## config.mk

```make
export PLATFORM = sky130hd
export DESIGN_NAME = reaction_sequencer_flat
export DESIGN_NICKNAME = d
export VERILOG_FILES = /design/src/rtl/reaction_sequencer_if.sv /design/src/rtl/reaction_sequencer.sv /design/src/flat_wrapper.sv
export SDC_FILE = /design/constraint.sdc
export NUM_CORES = 1
export LEC_CHECK = 0
export BUFFER_PORTS_ARGS = -buffer_cell sky130_fd_sc_hd__buf_2
export CORE_MARGIN = 2
export CORE_UTILIZATION = 43
export CTS_CLUSTER_SIZE = 25
export DETAILED_ROUTE_END_ITERATION = 16
export PLACE_DENSITY = 0.64
export SYNTH_ARGS = -nofsm -noshare
export SYNTH_HDL_FRONTEND = slang
export SYNTH_SLANG_ARGS = --single-unit
```

## constraint.sdc

```tcl
create_clock -name clk -period 3.5 [get_ports clk]
set_clock_uncertainty 0.2 [all_clocks]
set_input_delay 0.525 -clock clk [delete_from_list [all_inputs] [get_ports clk]]
set_output_delay 0.525 -clock clk [all_outputs]
set_load 0.02 [all_outputs]
```

## src/rtl/reaction_sequencer_if.sv

```systemverilog
// Front-panel bundle of the reaction-time sequencer.
// master is the sequencer; slave is the panel or bench side.
interface reaction_sequencer_if #(
  parameter int SCORE_W = 13
);
  logic               buttonStart;
  logic               buttonHit;
  logic               ledRed;
  logic               ledGreen;
  logic [SCORE_W-1:0] displayScore;
  logic [1:0]         displaySel;
  logic [SCORE_W-1:0] bestScore;
  logic               bestValid;
  logic               roundDone;

  modport master (
    input  buttonStart, buttonHit,
    output ledRed, ledGreen, displayScore, displaySel,
    output bestScore, bestValid, roundDone
  );

  modport slave (
    output buttonStart, buttonHit,
    input  ledRed, ledGreen, displayScore, displaySel,
    input  bestScore, bestValid, roundDone
  );
endinterface

```

## src/rtl/reaction_sequencer.sv

```systemverilog
// Reaction-time game sequencer: IDLE/ARM/GO/DONE/FOUL round flow.
// Optional HOLD_RESULT_EN: timed auto-return to IDLE from DONE/FOUL.
module reaction_sequencer #(
  parameter int TICK_DIV        = 50000,
  parameter int DELAY_MIN_MS    = 1000,
  parameter int DELAY_SPAN_LOG2 = 11,
  parameter int SCORE_W         = 13
) (
  input  logic                clk,
  input  logic                reset,
  reaction_sequencer_if.master bus
);
  localparam logic [2:0] IDLE = 3'd0;
  localparam logic [2:0] ARM  = 3'd1;
  localparam logic [2:0] GO   = 3'd2;
  localparam logic [2:0] DONE = 3'd3;
  localparam logic [2:0] FOUL = 3'd4;

  localparam int PW      = $clog2(TICK_DIV);
  localparam int DLY_MAX = DELAY_MIN_MS + (1 << DELAY_SPAN_LOG2) - 1;
  localparam int DW      = (DLY_MAX < 2) ? 1 : $clog2(DLY_MAX + 1);

  localparam logic [PW-1:0] P_LAST = PW'(TICK_DIV - 1);
  localparam logic [15:0] SPAN_MASK =
    16'((32'd1 << DELAY_SPAN_LOG2) - 32'd1);
  localparam logic [SCORE_W-1:0] S_MAX = '1;
  localparam logic [SCORE_W-1:0] S_PRE =
    {{(SCORE_W-1){1'b1}}, 1'b0};

  logic [2:0]         state;
  logic               start_prev;
  logic               hit_prev;
  logic [15:0]        lfsr;
  logic [PW-1:0]      presc;
  logic [DW-1:0]      delay;
  logic [SCORE_W-1:0] cnt;
  logic [SCORE_W-1:0] last;
  logic [SCORE_W-1:0] best;
  logic               best_valid;
  logic               done_pulse;

  logic               start_rise;
  logic               hit_rise;
  logic               tick;
  logic               fb;
  logic               to_arm;
  logic               to_go;
  logic               to_done;
  logic               to_foul;
  logic               to_idle;
  logic               presc_clr;
  logic [SCORE_W-1:0] score_in;
  logic [1:0]         sel;
  logic               alt_phase;

  assign start_rise = bus.buttonStart & ~start_prev;
  assign hit_rise   = bus.buttonHit & ~hit_prev;
  assign tick       = (presc == P_LAST);
  assign fb         = lfsr[15] ^ lfsr[13] ^ lfsr[12] ^ lfsr[10];

`ifdef HOLD_RESULT_EN
  logic [10:0] hold_cnt;
  logic [8:0]  alt_cnt;
  logic        alt;
  logic        in_result;

  assign in_result = (state == DONE) || (state == FOUL);
  assign to_idle   = in_result && !start_rise && tick
                     && (hold_cnt == 11'd1999);
  assign presc_clr = to_arm || to_go || to_done || to_foul || tick;
  assign alt_phase = alt;

  always_ff @(posedge clk) begin
    if (reset || to_done || to_foul) begin
      hold_cnt <= '0;
      alt_cnt  <= '0;
      alt      <= 1'b0;
    end else if (in_result && tick) begin
      hold_cnt <= hold_cnt + 1'b1;
      if (alt_cnt == 9'd499) begin
        alt_cnt <= '0;
        alt     <= ~alt;
      end else begin
        alt_cnt <= alt_cnt + 1'b1;
      end
    end
  end
`else
  assign to_idle   = 1'b0;
  assign presc_clr = to_arm || to_go || tick;
  assign alt_phase = 1'b0;
`endif

  always_comb begin
    to_arm   = 1'b0;
    to_go    = 1'b0;
    to_done  = 1'b0;
    to_foul  = 1'b0;
    score_in = cnt;
    case (state)
      IDLE: to_arm = start_rise;
      ARM: begin
        // a hit on the final tick still counts as a foul
        if (hit_rise)
          to_foul = 1'b1;
        else if (tick && delay <= DW'(1))
          to_go = 1'b1;
      end
      GO: begin
        if (hit_rise) begin
          to_done = 1'b1;
        end else if (tick && cnt == S_PRE) begin
          to_done  = 1'b1;
          score_in = S_MAX;
        end
      end
      DONE, FOUL: to_arm = start_rise;
      default: ;
    endcase
  end

  always_ff @(posedge clk) begin
    if (reset) begin
      state      <= IDLE;
      start_prev <= 1'b1;
      hit_prev   <= 1'b1;
      lfsr       <= 16'hACE1;
      presc      <= '0;
      delay      <= '0;
      cnt        <= '0;
      last       <= '0;
      best       <= '0;
      best_valid <= 1'b0;
      done_pulse <= 1'b0;
    end else begin
      start_prev <= bus.buttonStart;
      hit_prev   <= bus.buttonHit;
      lfsr       <= {lfsr[14:0], fb};
      presc      <= presc_clr ? '0 : presc + 1'b1;
      done_pulse <= to_done || to_foul;
      if (to_arm) begin
        state <= ARM;
        delay <= DW'(32'(DELAY_MIN_MS) + 32'(lfsr & SPAN_MASK));
      end else if (to_go) begin
        state <= GO;
        cnt   <= '0;
      end else if (to_done) begin
        state <= DONE;
        cnt   <= score_in;
        last  <= score_in;
        if (!best_valid || score_in < best) begin
          best       <= score_in;
          best_valid <= 1'b1;
        end
      end else if (to_foul) begin
        state <= FOUL;
      end else if (to_idle) begin
        state <= IDLE;
      end else begin
        if (state == ARM && tick)
          delay <= delay - 1'b1;
        if (state == GO && tick)
          cnt <= cnt + 1'b1;
      end
    end
  end

  always_comb begin
    sel = 2'b00;
    case (state)
      IDLE: sel = best_valid ? 2'b10 : 2'b00;
      DONE: sel = (best_valid && alt_phase) ? 2'b10 : 2'b01;
      FOUL: sel = 2'b11;
      default: sel = 2'b00;
    endcase
  end

  always_comb begin
    bus.displayScore = '0;
    unique case (1'b1)
      sel == 2'b01: bus.displayScore = last;
      sel == 2'b10: bus.displayScore = best;
      default:      bus.displayScore = '0;
    endcase
  end

  assign bus.ledRed     = (state == ARM) || (state == FOUL);
  assign bus.ledGreen   = (state == GO);
  assign bus.displaySel = sel;
  assign bus.bestScore  = best;
  assign bus.bestValid  = best_valid;
  assign bus.roundDone  = done_pulse;
endmodule

```

## src/flat_wrapper.sv

```systemverilog
// flat-port wrapper written by rule: the top's interface ports become plain ports
module reaction_sequencer_flat 
#(
  parameter int TICK_DIV        = 50000,
  parameter int DELAY_MIN_MS    = 1000,
  parameter int DELAY_SPAN_LOG2 = 11,
  parameter int SCORE_W         = 13
)
  (clk, reset, bus_buttonStart, bus_buttonHit, bus_ledRed, bus_ledGreen, bus_displayScore, bus_displaySel, bus_bestScore, bus_bestValid, bus_roundDone);
  reaction_sequencer_if #(.SCORE_W(SCORE_W)) bus_i ();
  input  logic clk;
  input  logic reset;
  input wire logic [$bits(bus_i.buttonStart)-1:0] bus_buttonStart;
  input wire logic [$bits(bus_i.buttonHit)-1:0] bus_buttonHit;
  output wire logic [$bits(bus_i.ledRed)-1:0] bus_ledRed;
  output wire logic [$bits(bus_i.ledGreen)-1:0] bus_ledGreen;
  output wire logic [$bits(bus_i.displayScore)-1:0] bus_displayScore;
  output wire logic [$bits(bus_i.displaySel)-1:0] bus_displaySel;
  output wire logic [$bits(bus_i.bestScore)-1:0] bus_bestScore;
  output wire logic [$bits(bus_i.bestValid)-1:0] bus_bestValid;
  output wire logic [$bits(bus_i.roundDone)-1:0] bus_roundDone;
  assign bus_i.buttonStart = bus_buttonStart;
  assign bus_i.buttonHit = bus_buttonHit;
  assign bus_ledRed = bus_i.ledRed;
  assign bus_ledGreen = bus_i.ledGreen;
  assign bus_displayScore = bus_i.displayScore;
  assign bus_displaySel = bus_i.displaySel;
  assign bus_bestScore = bus_i.bestScore;
  assign bus_bestValid = bus_i.bestValid;
  assign bus_roundDone = bus_i.roundDone;
  reaction_sequencer #(.TICK_DIV(TICK_DIV), .DELAY_MIN_MS(DELAY_MIN_MS), .DELAY_SPAN_LOG2(DELAY_SPAN_LOG2), .SCORE_W(SCORE_W)) u_core (.clk(clk), .reset(reset), .bus(bus_i));
endmodule
```

==> metrics.cfg <==
[synthesis]
synthAdderAreaFrac=0.0548
ys_types=59
synth_top_family_by_area=simple AND/OR/NAND/NOR gates
synth_edf_count=0
ys_seq_area_frac=0.394
async_flop_share=0
synth_area_per_cell_sq_um=8.31
syn-num-nets=574
yosys-top-cells-area=dfxtp_1 39%, ha_1 5.5%, a21oi_1 5.3%
synth_xor_area_frac=0.0633
synth_top_area_share=0.394
syn-cell-area_sq_mm=0.00457
netlist_instances=550
yosys.area_share.simple=0.257
synthMuxAreaShare=0.00657
synth_compound_area_frac=0.167
synthFlopType=dfxtp_1
ys_warn_count=0
synth_seq_cells=90
synth_area_leader_cell=dfxtp_1

[clocking]
cts_sinks=90
root_buffer=clkbuf_8
cts_tree=built
cts_setup_buffers=0
numCtsBuffers=9
cts_resized=0
hold_buffers=0
clk_pin_slew_ns=0.09
clk_latency_ns=0.35
clockBufferDepth=2
h-tree-depth=3

[setup_path]
cp-start-kind=flop
cp_max_fo=14
rr_startpoint=u_core.presc[0]$_SDFF_PP0_
crit_type=flop to flop
worst_ep_required_time_ns=3.50
r2r_cells=12
end_kind=flop
arrival_ns=3.23
crit_start=u_core.presc[0]$_SDFF_PP0_
reg2reg_to=u_core.bus.bestScore[0]$_SDFFE_PP0P_
reg2reg_slack_ns=0.27

[sta]
drv_slew=0
rsz0062_at_grt=false
min_period_over_period=0.923
tightest_slew_ns=0.744
slew_headroom=0.504
final_period_minus_worst_setup_slack_ns=3.23
setup-violations-final=0
hold_viol=0
setup-tns-final_ns=0
fmax_ghz=0.310

[routing]
via_count=3973
ant_nets=0
first_pass_iters=4
top_layer=met4
wl_met2_mm=5.14
routed_wl_mm=10.8
wl_met3_um=474
m1WireLength_mm=5.03
routedWlPerCell_um=15.2
drtIter0Drc=211
via_per_inst=5.59
drc=0

[final_layout]
syn2layout_area_growth_pct=11.8
n_antenna_cell=0
utilization=0.495
drive_above_1_share=0.165
mostFrequentLayoutCell=dfxtp_1
multiInputGateArea_sq_mm=0.00250
final_cell_mix=90 x dfxtp_1, 56 x nor2_1, 48 x a21oi_1
final_net_count=594
nFillCells=1029
final-seq-area_sq_mm=0.00180
instances_no_fill=711
finalInstanceArea_sq_mm=0.00511

[run]
maxCapViolCount=0

[floorplanning]
die_h_um=107
die-area_sq_mm=0.0115
rows=37
die_w_um=107
pin_count=36
coreArea_sq_mm=0.0103
start_util=0.443

[placed_design]
post_dp_cell_area_sq_mm=0.00485
gp_congestion=0.855
numPortBuffers=35
dpl.hpwl_mm=7.72
dpl.cell_count=695

[power_and_ir_drop]
p_leak_nw=1.91
power.density_mw_per_mm2=403
ir_worst_vdd_mv=0.262

[global_route]
grt_overflow=0
grt_max_degree=46
grt_usage=0.192
grt_pass1_wl_mm=17.9
grt_pass1_vias=3714
antenna_found_initial=0

[run_status]
status=finished, final reports clean

[worst_hold_path]
hold_end=u_core.start_prev$_SDFF_PP1_
min_path_cells=2
hp-class=input pin to flop
hp-start=bus_buttonStart

-- worst max-delay path: stages (launching register included) --
cell and delay (ns):
dfxtp_1 0.36, ha_1 0.19, and3_1 0.25, nand4_1 0.26
nor2_1 0.22, a21o_1 0.18, ha_1 0.15, a21oi_1 0.07
o21a_1 0.20, a2111o_1 0.38, a31o_2 0.34, a21oi_1 0.22
a311oi_1 0.09
-- worst max-delay path by stage --
stage,end,slack [ns],cells after the start
2_1_floorplan,u_core.bus.bestScore[4]$_SDFFE_PP0P_,0.40,14
3_3_place_gp,u_core.bus.bestScore[11]$_SDFFE_PP0P_,0.47,12
3_5_place_dp,u_core.bus.bestScore[7]$_SDFFE_PP0P_,0.35,13
4_1_cts,u_core.bus.bestScore[0]$_SDFFE_PP0P_,0.27,11
5_1_grt,u_core.bus.bestScore[6]$_SDFFE_PP0P_,0.06,13
6_report,u_core.bus.bestScore[0]$_SDFFE_PP0P_,0.27,12
-- power breakdown --
part | switching (mW) | internal [mW]
Sequential | 0.0214 | 1.05
Combinational | 0.0599 | 0.0416
Clock | 0.370 | 0.518
Total | 0.452 | 1.61
-- stage by stage --
step | total power, mW | hold WS [ns] | setup slack (ns)
6_report | 2.06 | 0.182 | 0.270
5_1_grt | 2.13 | 0.174 | 0.0630
4_1_cts | 2.08 | 0.168 | 0.272
3_5_place_dp | 1.20 | 0.200 | 0.348
3_3_place_gp | 1.19 | 0.198 | 0.472
2_1_floorplan | 1.17 | 0.189 | 0.396
-- sequential cells by signal, summed over array words and instances (netlist names), 3 cells and up --
| name | flops |
|---|---|
| u_core.lfsr | 16 |
| u_core.presc | 16 |
| u_core.bus.bestScore | 13 |
| u_core.cnt | 13 |
| u_core.last | 13 |
| u_core.delay | 12 |
| u_core.state | 3 |
-- final cells by class --
type	count	share of cell area
clock inverters	5	0.0211
clock buffers	11	0.0296
flip-flops and latches	90	0.353
well taps	136	0.0333
repair buffers	51	0.0578
multi-input cells	397	0.490
inverters	21	0.0154
-- synth_stat cells (all sizes together) (3+ instances only) --
cell / n
xnor2: 16
a311oi: 5
nand4: 11
and3: 10
dfxtp: 90
xor2: 17
nand3: 23
nor2: 57
o21ai: 27
nor2b: 11
a22oi: 13
or4b: 4
clkbuf: 31
inv: 21
nor3: 19
a211oi: 10
nand2: 42
a21oi: 48
nand2b: 4
nor4: 7
or3: 9
ha: 20
a31oi: 7
or2: 10
mux2i: 3
buf: 11
-- cell families after synthesis --
family / after synthesis
AO/OA/AOI/OAI: 121
XOR/XNOR: 33
adder cells (fa/ha/maj): 20
buffers and inverters: 63
flip-flops: 90
multiplexers: 3
AND/OR/NAND/NOR: 220
-- per-layer routing --
| metal | vias to the layer above | global-route usage |
|---|---|---|
| met4 | 0 | 0.0584 |
| li1 | 1973 | - |
| met3 | 11 | 0.0274 |
| met1 | 1888 | 0.261 |
| met5 | - | 0 |
| met2 | 101 | 0.315 |
Note: power is estimated with default switching activity, not from simulation.
